## config.mk

```make
export PLATFORM = sky130hd
export DESIGN_NAME = demux_frame_capture_flat
export DESIGN_NICKNAME = d
export VERILOG_FILES = /design/src/rtl/demux_frame_capture_pkg.sv /design/src/rtl/demux_frame_capture_if.sv /design/src/rtl/demux_frame_capture_slot_decoder.sv /design/src/rtl/demux_frame_capture.sv /design/src/flat_wrapper.sv
export SDC_FILE = /design/constraint.sdc
export NUM_CORES = 1
export LEC_CHECK = 0
export BUFFER_PORTS_ARGS = -buffer_cell sky130_fd_sc_hd__buf_2
export CORE_MARGIN = 2
export CORE_UTILIZATION = 50
export DETAILED_ROUTE_END_ITERATION = 10
export GPL_ROUTABILITY_DRIVEN = 0
export PLACE_DENSITY = 0.77
export RECOVER_POWER = 50
export SLEW_MARGIN = 25
export SYNTH_ARGS = -nofsm -noshare
export SYNTH_HDL_FRONTEND = slang
export SYNTH_HIERARCHICAL = 1
export SYNTH_SLANG_ARGS = --single-unit
```

## constraint.sdc

```tcl
create_clock -name clk -period 2.8 [get_ports clk]
set_clock_uncertainty 0.1 [all_clocks]
set_input_delay 0.84 -clock clk [delete_from_list [all_inputs] [get_ports clk]]
set_output_delay 0.84 -clock clk [all_outputs]
set_load 0.005 [all_outputs]
```

## src/rtl/demux_frame_capture_pkg.sv

```systemverilog
// Shared constants and state encoding for the 7-slot demux / frame capture block.
package demux_pkg;

    localparam int SLOTS = 7;
    localparam int SEL_W = 3;
    localparam logic [SEL_W-1:0] SEL_INVALID = 3'b111;

    typedef enum logic {
        IDLE,
        FILL
    } state_t;

endpackage

```

## src/rtl/demux_frame_capture_if.sv

```systemverilog
// Control/data bundle between the capture block and its driver.
interface demux_frame_capture_if;
    import demux_pkg::*;

    logic             i_clear;
    logic             i_load;
    logic             i_mode;
    logic [SEL_W-1:0] i_demuxSelect;
    logic             i_din;
    logic [SLOTS-1:0] o_stage;
    logic [SLOTS-1:0] o_frame;
    logic             o_frameValid;
    logic [SEL_W-1:0] o_slotPtr;
    logic             o_busy;
    logic             o_selErr;

    modport master (
        output i_clear, i_load, i_mode, i_demuxSelect, i_din,
        input  o_stage, o_frame, o_frameValid, o_slotPtr, o_busy, o_selErr
    );

    modport slave (
        input  i_clear, i_load, i_mode, i_demuxSelect, i_din,
        output o_stage, o_frame, o_frameValid, o_slotPtr, o_busy, o_selErr
    );

endinterface

```

## src/rtl/demux_frame_capture_slot_decoder.sv

```systemverilog
// Slot index to one-hot write enable; the all-ones index is reported as invalid.
module slot_decoder
    import demux_pkg::*;
(
    input  logic [SEL_W-1:0] i_idx,
    output logic [SLOTS-1:0] o_oneHot,
    output logic             o_valid
);

    logic [SLOTS:0] w_shifted;

    always_comb begin
        w_shifted = (SLOTS+1)'(1) << i_idx;
        o_oneHot  = '0;
        o_valid   = 1'b0;
        if (i_idx != SEL_INVALID) begin
            o_oneHot = w_shifted[SLOTS-1:0];
            o_valid  = 1'b1;
        end
    end

endmodule

```

## src/rtl/demux_frame_capture.sv

```systemverilog
// Routes serial bit Din into one of 7 slots, either addressed or auto-sequenced,
// and snapshots each completed auto frame into Frame with a one-cycle valid pulse.
module demux_frame_capture
    import demux_pkg::*;
(
    input  logic                  clk,
    input  logic                  rst,
    demux_frame_capture_if.slave  bus
);

    state_t           r_state;
    state_t           w_nextState;
    logic [SLOTS-1:0] r_stage;
    logic [SLOTS-1:0] w_stageNext;
    logic [SLOTS-1:0] r_frame;
    logic [SLOTS-1:0] w_frameNext;
    logic [SEL_W-1:0] r_slotPtr;
    logic [SEL_W-1:0] w_slotPtrNext;
    logic             r_frameValid;
    logic             w_frameValidNext;
    logic             r_selErr;
    logic             w_selErrNext;

    logic             w_useAuto;
    logic [SEL_W-1:0] w_idx;
    logic [SLOTS-1:0] w_oneHot;
    logic             w_idxValid;
    logic [SLOTS-1:0] w_stageWritten;

    // SlotPtr rests at 0 in IDLE, so it also addresses slot 0 for the first auto write.
    assign w_useAuto = (r_state == FILL) || bus.i_mode;
    assign w_idx     = w_useAuto ? r_slotPtr : bus.i_demuxSelect;

    slot_decoder u_slotDecoder (
        .i_idx    (w_idx),
        .o_oneHot (w_oneHot),
        .o_valid  (w_idxValid)
    );

    assign w_stageWritten = (r_stage & ~w_oneHot) | (w_oneHot & {SLOTS{bus.i_din}});

    always_comb begin
        w_nextState      = r_state;
        w_stageNext      = r_stage;
        w_frameNext      = r_frame;
        w_slotPtrNext    = r_slotPtr;
        w_frameValidNext = 1'b0;
        w_selErrNext     = 1'b0;

        if (bus.i_clear) begin
            w_stageNext   = '0;
            w_slotPtrNext = '0;
            w_nextState   = IDLE;
        end else if (bus.i_load) begin
            unique case (r_state)
                IDLE: begin
                    if (bus.i_mode) begin
                        w_stageNext   = w_stageWritten;
                        w_slotPtrNext = SEL_W'(1);
                        w_nextState   = FILL;
                    end else if (w_idxValid) begin
                        w_stageNext = w_stageWritten;
                    end else begin
                        w_selErrNext = 1'b1;
                    end
                end
                FILL: begin
                    w_stageNext = w_stageWritten;
                    if (r_slotPtr == SEL_W'(SLOTS-1)) begin
                        w_frameNext      = {bus.i_din, r_stage[SLOTS-2:0]};
                        w_frameValidNext = 1'b1;
                        w_slotPtrNext    = '0;
                        w_nextState      = IDLE;
                    end else begin
                        w_slotPtrNext = r_slotPtr + SEL_W'(1);
                    end
                end
                default: w_nextState = IDLE;
            endcase
        end
    end

    always_ff @(posedge clk or posedge rst) begin
        if (rst) begin
            r_state      <= IDLE;
            r_stage      <= '0;
            r_frame      <= '0;
            r_slotPtr    <= '0;
            r_frameValid <= 1'b0;
            r_selErr     <= 1'b0;
        end else begin
            r_state      <= w_nextState;
            r_stage      <= w_stageNext;
            r_frame      <= w_frameNext;
            r_slotPtr    <= w_slotPtrNext;
            r_frameValid <= w_frameValidNext;
            r_selErr     <= w_selErrNext;
        end
    end

    assign bus.o_stage      = r_stage;
    assign bus.o_frame      = r_frame;
    assign bus.o_frameValid = r_frameValid;
    assign bus.o_slotPtr    = r_slotPtr;
    assign bus.o_busy       = (r_state == FILL);
    assign bus.o_selErr     = r_selErr;

endmodule

```

## src/flat_wrapper.sv

```systemverilog
// flat-port wrapper written by rule: the top's interface ports become plain ports
module demux_frame_capture_flat import demux_pkg::*;
  (clk, rst, bus_i_clear, bus_i_load, bus_i_mode, bus_i_demuxSelect, bus_i_din, bus_o_stage, bus_o_frame, bus_o_frameValid, bus_o_slotPtr, bus_o_busy, bus_o_selErr);
  demux_frame_capture_if bus_i ();
  input  logic clk;
  input  logic rst;
  input wire logic [$bits(bus_i.i_clear)-1:0] bus_i_clear;
  input wire logic [$bits(bus_i.i_load)-1:0] bus_i_load;
  input wire logic [$bits(bus_i.i_mode)-1:0] bus_i_mode;
  input wire logic [$bits(bus_i.i_demuxSelect)-1:0] bus_i_demuxSelect;
  input wire logic [$bits(bus_i.i_din)-1:0] bus_i_din;
  output wire logic [$bits(bus_i.o_stage)-1:0] bus_o_stage;
  output wire logic [$bits(bus_i.o_frame)-1:0] bus_o_frame;
  output wire logic [$bits(bus_i.o_frameValid)-1:0] bus_o_frameValid;
  output wire logic [$bits(bus_i.o_slotPtr)-1:0] bus_o_slotPtr;
  output wire logic [$bits(bus_i.o_busy)-1:0] bus_o_busy;
  output wire logic [$bits(bus_i.o_selErr)-1:0] bus_o_selErr;
  assign bus_i.i_clear = bus_i_clear;
  assign bus_i.i_load = bus_i_load;
  assign bus_i.i_mode = bus_i_mode;
  assign bus_i.i_demuxSelect = bus_i_demuxSelect;
  assign bus_i.i_din = bus_i_din;
  assign bus_o_stage = bus_i.o_stage;
  assign bus_o_frame = bus_i.o_frame;
  assign bus_o_frameValid = bus_i.o_frameValid;
  assign bus_o_slotPtr = bus_i.o_slotPtr;
  assign bus_o_busy = bus_i.o_busy;
  assign bus_o_selErr = bus_i.o_selErr;
  demux_frame_capture u_core (.clk(clk), .rst(rst), .bus(bus_i));
endmodule
```

* After elaboration in Yosys (flattened, before gate mapping) *
Index checks and enable logic that the tools add are counted.
W data, S select, Z words.

word-level totals
  bits of input ports = 9
  register bits after elaboration = 20
  logic and storage cells = 50

cells by class
  reductions and logical operators = 5
  muxes and demuxes = 27
  bitwise operators = 6
  shifts and indexed selects = 1
  equality and inequality tests = 4
  $add $sub $neg = 1

operators by type and width
  kind                   number
  $mux W7                5
  $mux W3                5
  $and A7 B7 Y7          2
  $mux W1                14
  $pmux W7 S2            1
  $not A7 Y7             1
  $or A7 B7 Y7           1
  $shl A1 B3 Y7 const A  1
  $ne A3 B3 Y1 const B   2
  $pmux W3 S2            1
  $ne A4 B4 Y1 const B   1
  $reduce_and A2 Y1      2
  $reduce_and A4 Y1      1
  $add A3 B1 Y3 const B  1
  $eq A3 B3 Y1 const B   1
  $not A1 Y1             2
  $pmux W1 S2            1
  $reduce_bool A2 Y1     1
  $logic_or A1 B1 Y1     1

* Depth between registers and ports, before layout *
Gate-level depths: netlist (run 1).

  depth in word-level cells = 12
  gate-level depth with buffers = 10
  mapped depth without buffers = 8

* By module *
The synthesis (run 1) kept the hierarchy.

modules (own cells, without submodules)
  module               area an instance (um^2)  cells each  seq. area each (um^2)  instances
  demux_frame_capture  930.9                    91          500.5                  1
  slot_decoder         62.6                     8           0.0                    1

* Least setup slack after synthesis (run 1) *
No wires, ideal clock.

  kind = input port to flip-flop
  start = input port bus_i_mode
  end = register u_core.r_stage[3], in the netlist u_core/bus.o_stage[3]
  setup time = 78 ps
  slack = 481 ps
  stages = 8
  path buffers = 1
  arrival = 2140 ps
  path through = nor2_1 -> o21ai_0 -> nand3_1 -> o31a_1 -> buf_6 -> nand2_1 -> nand2_1 -> a21oi_1

RTL lines
  element                      line                                    text
  from (decl)                  flat_wrapper.sv:9                       input wire logic [$bits(bus_i.i_mode)-1:0] bus_i_mode;
  $logic_or A1 B1 Y1           demux_frame_capture.sv:31               assign w_useAuto = (r_state == FILL) || bus.i_mode;
  $mux W3                      demux_frame_capture.sv:32               assign w_idx = w_useAuto ? r_slotPtr : bus.i_demuxSelect;
  via u_core.w_idx[2]          demux_frame_capture.sv:25               logic [SEL_W-1:0] w_idx;
  $ne A3 B3 Y1                 demux_frame_capture_slot_decoder.sv:16  if (i_idx != SEL_INVALID) begin
  $mux W1                      demux_frame_capture_slot_decoder.sv:16
  via u_core.w_idxValid        demux_frame_capture.sv:27               logic w_idxValid;
  $ne A4 B4 Y1 (no line)       -
  $reduce_and A2 Y1 (no line)  -
  to (signal assigned)         demux_frame_capture.sv:93               r_stage <= w_stageNext;
  to (decl)                    demux_frame_capture.sv:13               logic [SLOTS-1:0] r_stage;

The timed path passes the listed nets, and every way through them passes these cells. The select of a mux whose other input is x is not followed.
A chain may end at the register's enable or synchronous reset.

* Worst setup path in the final report (run 1) *
  start = input port bus_i_mode
  end = register u_core.r_stage[4], in the netlist u_core/bus.o_stage[4]

The elaborated chain is that of the path after synthesis.

==> results of run 1 <==
==> routing by layer <==
metal	track usage (%)	up-vias	share of wire [%]
met5	0	-	0
met1	22.0	379	43
met2	32.2	16	54
met4	4.29	0	0
met3	2.78	0	3.5
li1	-	397	-
==> cell usage in the layout (no fill, tap or decap), drive strengths merged <==
cell    Yosys  layout
nor2        4       4
nand3       9       9
and3b       3       3
clkbuf      3       6
inv         2       2
a21oi       9       9
nor3        2       2
o211ai      1       1
o21a        1       1
nor4        1       1
o31a        1       1
mux2        9       9
o21ai       3       3
xor2        1       1
and2        1       1
dfrtp      20      20
nand2b      3       3
buf         2      27
a211oi      1       1
nor3b       3       3
a22oi       1       1
nand2      18      18
a21o        1       1
==> cell families (layout without fill, tap and decap cells) <==
family	after synthesis	after routing	share of synthesized area, %
compound gates	18	18	10.7
buf+inv	7	35	3.90
simple gates	44	44	23.9
mux	9	9	10.2
xor+xnor	1	1	0.882
flops	20	20	50.4
==> worst register-to-register path, stage by stage (launching register included) <==
cell and delay, ns:
dfrtp_1 0.51, nor2_1 0.30, mux2_2 0.43, nand3_1 0.13, o31a_1 0.40, nand3_1 0.14, a21oi_1 0.15
==> registers in the layout (all words and copies together) (netlist names) <==
register                 cells
u_core/bus.o_busy            1
u_core/bus.o_selErr          1
u_core/bus.o_frame           7
u_core/bus.o_slotPtr         3
u_core/bus.o_frameValid      1
u_core/bus.o_stage           7
==> how the worst max path moves through the flow <==
stage | start | endpoint | slack, ns | depth (start not counted)
final | bus_i_mode | u_core/bus.o_stage[4] | 0.45 | 7
after detailed placement | bus_i_mode | u_core/bus.o_stage[4] | 0.20 | 7
after global placement | bus_i_mode | u_core/bus.o_stage[1] | 0.25 | 8
after floorplan | bus_i_mode | u_core/bus.o_stage[3] | 0.48 | 8
after CTS | bus_i_mode | u_core/bus.o_stage[4] | 0.48 | 7
after global routing | bus_i_mode | u_core/bus.o_stage[1] | 0.34 | 8
==> cell type report <==
cell class              count  area share [%]
well taps                  27            2.87
inverters                   2           0.638
repair buffers             29            12.3
multi-input cells          72            38.6
clock buffers               4            3.08
flip-flops and latches     20            42.5
==> metrics by stage <==
stage	setup slack, ns	total power (uW)	util (%)	cell area (sq um)	hold slack (ns)
2_1_floorplan	0.481	358	-	993	0.405
3_3_place_gp	0.251	376	59.5	1140	0.384
3_5_place_dp	0.199	378	59.5	1140	0.391
4_1_cts	0.479	543	61.4	1180	0.417
5_1_grt	0.336	565	61.3	1180	0.441
6_report	0.452	536	61.3	1180	0.414
==> power breakdown <==
| part | total [uW] | leakage (uW) | internal [uW] | switching (uW) |
|---|---|---|---|---|
| logic | 69.0 | 0.000298 | 28.1 | 40.9 |
| registers | 304 | 0.000276 | 295 | 8.41 |
| clock network | 164 | 0.0000210 | 79.2 | 84.4 |
==> metrics, run 1 <==
Tmin final=2.35 ns; Crit path largest cell delay=0.43 ns; HP Class=flop to flop; Pins Over Slew Limit=0; Yosys cell types=28; RSZ-0062 raised after global routing=no; Syn-to-layout area delta=18.5%; cell taking the most area after synthesis=dfrtp_1; critical path's top delay family=compound AO/OA/AOI/OAI gates; Reg2Reg Setup Slack=0.56 ns; setup TNS=0 ns; register area=500 sq um; reg2reg path depth=6; CTS tree=yes; port buffer count=28; fillers=180; hold endpoint=u_core/bus.o_frame[6]; Commonest cells post-synth=dfrtp_1, nand2_1, a21oi_1, mux2_2, nand3_1; prevailing post-synth register cell=dfrtp_1; post-CTS sizing=0; total gr overflow=0; clock sinks=20; pwr/cell area=455 nW/um^2; remaining antenna violation count=0; Synth area leaders=dfrtp_1, mux2_2, nand2_1; Max Clk Rate=426 MHz; Layout Nets=137; Die Y=48.6 microns; final setup vio count=0; Worst EP arrival=2.47 ns; final hold vios=0; total CTS buffers=3; hold depth=1; Chip Width=48.6 microns; CTS Root Cell=clkbuf_4; slowest cell on the critical path=mux2_2; worst path bufs/invs=1; via-per-instance ratio=5.14; initial antenna violation count=0; drt drc=0; max_cap viols=0; Via Count=792; drt pass-1 iters=4; cell count after synthesis=99; mapped cell area=993 sq um; Die ar.=2360 sq um; syn_area_per_cell=10.0 sq um; Clock Path Buffers=2; hold-fix buffers at CTS=0; worst slew pin tran=0.716 ns; peak supply drop=0.000375 V; Ys Warns=6; Hold Crit Start=u_core/bus.o_frame[6]; Most common cell on crit path=nand3_1; Initial Util=51.7%; GRT Total Usage=17.7%; worst path required time=2.92 ns; period utilization=83.8%; Slew HR=52.2%; first-pass GRT wire length=3300 microns; area occupied by multi-input gates=454 sq um; Finished Layout Cells=154; CP Class=primary input to flop; largest net degree at the start of global routing=21; layout cells sized above 1=36.2%; final wirelength=1840 microns; number of global-route vias before repair=742; count leader, synth=dfrtp_1; Leakage=0.000595 uW; CP Launch Type=primary input; worst-path maximum fanout=14; RR Startpoint=u_core/bus.o_busy; Rows=16; sequential area share after synthesis=50.4%; CP Capture Type=flop; placed cells=150; RR Endpoint=u_core/bus.o_stage[4]; core area=1920 sq um; ys async rst share=100%; Post-CTS Setup Bufs=0; #FFs+latches synth=20; wire per inst=11.9 microns; number of flops mapped to enable cells by yosys=0; n_diodes=0; register clock-pin slew on the reported worst setup and hold paths=0.11 ns; detailed router's first-iteration violation count=14; # IOs=29; H-tree depth=1; post-synth net total=108; top cell type's share of synthesized area=50.4%; CP cell instances=buf_2 > nor2_1 > mux2_2 > nand3_1 > o31a_1 > nand3_1 > a21oi_1; Detailed Place HPWL=1320 microns; clock latency on the worst-skew pair=0.29 ns; status=finished, final reports clean
No activity file was read; power rests on OpenSTA's default activity.
==> run 2: changes to the inputs <==
ABC_AREA = 1   (was default)
CORE_UTILIZATION = 46   (was 50)
PLACE_DENSITY = 0.74   (was 0.77)
clock period = 2.1 ns   (was 2.8 ns; I/O delays follow)
==> metrics, run 2 <==
GRT Total Usage=18.8%; number of global-route vias before repair=910; Most common cell on crit path=nand2_1; register clock-pin slew on the reported worst setup and hold paths=0.11 ns; overall power=698 uW; cell taking the most area after synthesis=dfrtp_1; initial antenna violation count=0; Initial Util=48.5%; core area=2210 sq um; Ys Warns=6; CTS tree=yes; reg2reg path depth=8; wire per inst=11.2 microns; final wirelength=2190 microns; CP Launch Type=flop; clock latency on the worst-skew pair=0.29 ns; final hold vios=0; status=finished, final reports clean; Post-CTS Setup Bufs=0; largest net degree at the start of global routing=21; hold-fix buffers at CTS=0; Tmin final=1.81 ns; sequential area share after synthesis=46.6%; syn_area_per_cell=7.78 sq um; Hold Crit Start=u_core/bus.o_frame[1]; Sequential Power Share=59.0%; CP cell instances=nor2_4 > nand2_1 > o21ai_0 > nand3_1 > nand3b_4 > nand2_2 > nand2_1 > o21ai_1; post-synth net total=147; Syn-to-layout area delta=14.2%; Reg2Reg Setup Slack=0.29 ns; peak supply drop=0.000282 V; setup TNS=0 ns; drt pass-1 iters=4; commonest non-fill, non-tap cells in the layout=nand2_1, buf_2, dfrtp_1, inv_1, o21ai_0; layout cells sized above 1=24.6%; largest family of logic cells by synthesized area=simple AND/OR/NAND/NOR gates; Chip Width=52.3 microns; clock sinks=20; detailed router's first-iteration violation count=11; Synth area leaders=dfrtp_1, nand2_1, o21ai_0; CTS Root Cell=clkbuf_4; fillers=225; HP Class=flop to flop; Crit path largest cell delay=0.44 ns; slowest cell on the critical path=dfrtp_1; period utilization=86.2%; sw power=193 uW; drt drc=0; Pins Over Slew Limit=0; Yosys cell types=20; RR Endpoint=u_core/bus.o_stage[6]; # IOs=29; hold depth=2; worst path required time=2.22 ns; worst slew pin tran=1.03 ns; Via Count=950; most common cell after layout, fill and taps aside=nand2_1; pwr/cell area=569 nW/um^2; n_diodes=0; Die Y=52.3 microns; cell count after synthesis=138; Max Clk Rate=553 MHz; Detailed Place HPWL=1700 microns; final setup vio count=0; Adder-Cell Fraction of Synth Area=0%; area occupied by multi-input gates=445 sq um; via-per-instance ratio=4.87; mapped cell area=1070 sq um; remaining antenna violation count=0; #FFs+latches synth=20; CP Capture Type=flop; prevailing post-synth register cell=dfrtp_1; CP Class=flop to flop; clock share of power=24.5%; Die ar.=2740 sq um; internal power=505 uW; Commonest cells post-synth=nand2_1, dfrtp_1, inv_1; Layout Nets=178; H-tree depth=1; top cell type's share of synthesized area=46.6%; Synth Area in XOR/XNOR=0%; RSZ-0062 raised after global routing=no; max_cap viols=0; Comb power frac=16.5%; first-pass GRT wire length=3850 microns; worst-path maximum fanout=11; count leader, synth=nand2_1; post-CTS sizing=0; Leakage=0.000692 uW; total CTS buffers=3; mux cell area share after synthesis=0%; hold endpoint=u_core/bus.o_frame[1]; RR Startpoint=u_core/bus.o_busy; Synth Area in Simple Gates=31.8%; Slew HR=31.0%; number of flops mapped to enable cells by yosys=0; Clock Path Buffers=2; Worst EP arrival=1.93 ns; total gr overflow=0; port buffer count=28; Sw Ratio=27.7%; compound-gate portion of the synthesized area=11.3%; register area=500 sq um; ys async rst share=100%; Rows=17
## run 2: changes by cell type in the layout (fill, tap and decap cells not counted), sizes merged, moves of 2 or more
| cell | previous run | this run |
|---|---|---|
| a21oi | 9 | 2 |
| nor2 | 4 | 12 |
| nand3 | 9 | 2 |
| nand4 | 0 | 4 |
| and3b | 3 | 0 |
| buf | 27 | 29 |
| nand2b | 3 | 0 |
| nor3b | 3 | 0 |
| o21ai | 3 | 18 |
| nand2 | 18 | 53 |
| mux2 | 9 | 0 |
| clkbuf | 6 | 4 |
| inv | 2 | 19 |
## run 2: how the worst max path moves through the flow
stage                                        from               endpoint  slack [ns]  depth (start not counted)
after detailed placement               bus_i_mode  u_core/bus.o_stage[6]        0.03                          9
after floorplan                        bus_i_mode  u_core/bus.o_stage[0]        0.19                          7
after global routing            u_core/bus.o_busy  u_core/bus.o_stage[6]        0.13                          9
after CTS                 u_core/bus.o_slotPtr[0]  u_core/bus.o_stage[6]        0.26                          7
after global placement                 bus_i_mode  u_core/bus.o_stage[0]        0.14                          8
final                           u_core/bus.o_busy  u_core/bus.o_stage[6]        0.29                          8
## run 2: layout make-up
cell class                 count  share of cell area (%)
clock buffer                   3                    1.84
inverter                      19                    5.82
multi-input combinational     95                    36.3
sequential                    20                    40.8
tap                           28                    2.86
timing repair buffer          30                    12.3
## run 2: stage by stage
| step | area, sq um | worst slack, ns | hold WS, ns | utilization [%] | cells |
|---|---|---|---|---|---|
| 5_1_grt | 1230 | 0.128 | 0.420 | 55.4 | 195 |
| 6_report | 1230 | 0.290 | 0.384 | 55.4 | 195 |
| 3_3_place_gp | 1220 | 0.145 | 0.357 | 55.4 | 192 |
| 3_5_place_dp | 1220 | 0.0287 | 0.363 | 55.4 | 192 |
| 2_1_floorplan | 1070 | 0.194 | 0.372 | - | 138 |
| 4_1_cts | 1250 | 0.264 | 0.254 | 56.4 | 195 |
## run 2: worst max-delay path, delay by kind of cell, from the launching register on
family | cells | cell delay [ns]
and+or+nand+nor | 6 | 0.95
DFF | 1 | 0.44
AOI/OAI and AO/OA | 2 | 0.27
## run 2: routing by layer
metal	up-vias	track usage (%)	share of wire, %
met5	-	0	0
met4	0	8.12	0.64
met3	2	2.57	3.8
met2	21	32.9	48
met1	438	22.9	48
li1	489	-	-
## run 2: power groups by stage
stage / Sequential, uW / Combinational, uW / Clock [uW]
global placement: 420 / 113 / 0
floorplan: 420 / 79.4 / 0
detailed placement: 421 / 117 / 0
CTS: 413 / 118 / 181
finish: 412 / 115 / 171
global route: 414 / 132 / 190
## run 2: cell families after synthesis
logic type	after synthesis
buf+inv	23
flops	20
simple gates	74
compound gates	21
==> run 3: changes to the inputs <==
CELL_PAD_IN_SITES_DETAIL_PLACEMENT = 1   (was default)
CELL_PAD_IN_SITES_GLOBAL_PLACEMENT = 2   (was default)
CORE_UTILIZATION = 25   (was 46)
PLACE_DENSITY = default   (was 0.74)
PLACE_DENSITY_LB_ADDON = 0.1   (was default)
==> metrics, run 3 (synthesized netlist as in run 2, its figures left out) <==
Syn-to-layout area delta=21.4%; register clock-pin slew on the reported worst setup and hold paths=0.08 ns; hold endpoint=u_core/bus.o_frame[2]; Leakage=0.000703 uW; Slew HR=24.8%; Finished Layout Cells=219; # IOs=29; via-per-instance ratio=4.41; fillers=513; Pins Over Slew Limit=0; clock latency on the worst-skew pair=0.26 ns; Die ar.=4830 sq um; pwr/cell area=704 nW/um^2; reg2reg path depth=8; worst path required time=2.19 ns; max_cap viols=0; largest net degree at the start of global routing=21; H-tree depth=1; drt pass-1 iters=3; peak supply drop=0.000234 V; detailed router's first-iteration violation count=24; port buffer count=28; area occupied by multi-input gates=442 sq um; placed cells=215; CP Capture Type=flop; Hold Crit Start=u_core/bus.o_frame[2]; CTS Root Cell=clkbuf_8; HP Class=flop to flop; final hold vios=0; core area=4060 sq um; drt drc=0; CTS tree=yes; initial antenna violation count=0; status=finished, final reports clean; Post-CTS Setup Bufs=0; post-CTS sizing=0; Layout Nets=179; final wirelength=2770 microns; Detailed Place HPWL=2200 microns; Initial Util=26.5%; CP Launch Type=flop; total gr overflow=0; remaining antenna violation count=0; GRT Total Usage=12.5%; worst-path maximum fanout=6; total CTS buffers=3; Via Count=966; setup TNS=0 ns; RR Startpoint=u_core/bus.o_slotPtr[0]; RR Endpoint=u_core/bus.o_stage[1]; final setup vio count=0; layout cells sized above 1=24.3%; WHS=0.377 ns; CP startpoint=u_core/bus.o_slotPtr[0]; clock sinks=20; hold-fix buffers at CTS=0; Clock Path Buffers=2; Max Clk Rate=539 MHz; RSZ-0062 raised after global routing=no; commonest non-fill, non-tap cells in the layout=nand2_1, buf_2, dfrtp_1, inv_1, o21ai_0; number of global-route vias before repair=1,014; period utilization=88.3%; n_diodes=0; register area=500 sq um; Die Y=69.5 microns; Chip Width=69.5 microns; CP Class=flop to flop; most common cell after layout, fill and taps aside=nand2_1; wire per inst=12.7 microns; Reg2Reg Setup Slack=0.25 ns; hold depth=2; Worst EP arrival=1.94 ns; worst slew pin tran=1.13 ns; first-pass GRT wire length=4770 microns; Rows=23; Tmin final=1.85 ns
-- run 3: changes by cell type in the layout (fill, tap and decap cells not counted), moves of 2 or more --
| cell | previous run | this run |
|---|---|---|
| buf_2 | 28 | 26 |
| clkbuf_1 | 1 | 3 |
| clkbuf_4 | 3 | 0 |
| clkbuf_8 | 0 | 3 |
| inv_1 | 17 | 15 |
| o21ai_0 | 13 | 15 |
| inv_2 | 2 | 4 |
| o21ai_2 | 3 | 1 |
-- run 3: critical path, cell delays in order, from the launching register on --
cell	delay [ns]
dfrtp_1	0.47
inv_1	0.08
o21ai_0	0.38
nand2_1	0.15
nor2_1	0.17
nand2_1	0.09
o21ai_0	0.10
nand2_1	0.10
o21ai_2	0.14
-- run 3: worst max-delay path by stage --
| stage | to | cells past startpoint | slack, ns |
|---|---|---|---|
| 2_1_floorplan | u_core/bus.o_stage[0] | 7 | 0.19 |
| 3_3_place_gp | u_core/bus.o_stage[6] | 9 | 0.09 |
| 3_5_place_dp | u_core/bus.o_stage[1] | 10 | -0.003 |
| 4_1_cts | u_core/bus.o_stage[1] | 8 | 0.24 |
| 5_1_grt | u_core/bus.o_stage[1] | 9 | 0.02 |
| 6_report | u_core/bus.o_stage[1] | 8 | 0.25 |
-- run 3: report_power, final --
part	switching (uW)	internal, uW	leakage (uW)
registers	15.0	398	0.000276
clock network	135	254	0.0000357
logic	76.0	39.9	0.000392
-- run 3: final cells by class --
class / instances / area share, %
Sequential cell: 20 / 38.4
Multi-Input combinational cell: 95 / 33.9
Timing Repair Buffer: 31 / 12.0
Inverter: 19 / 5.47
Tap cell: 50 / 4.80
Clock buffer: 3 / 3.17
Clock inverter: 1 / 2.30
-- run 3: per-stage QoR --
step | worst slack, ns | power, uW | instance area, sq um | util (%)
finish | 0.246 | 918 | 1300 | 32.1
global route | 0.0233 | 968 | 1300 | 32.1
CTS | 0.241 | 942 | 1330 | 32.8
detailed placement | -0.00261 | 544 | 1260 | 31.1
global placement | 0.0868 | 541 | 1260 | 31.1
floorplan | 0.194 | 499 | 1070 | -
-- run 3: layer usage --
layer | share of wire (%) | global-route usage (%) | vias up
met4 | 0.97 | 5.23 | 0
met1 | 46 | 14.6 | 455
met5 | 0 | 0 | -
met2 | 49 | 22.4 | 16
met3 | 3.3 | 2.03 | 2
li1 | - | - | 493
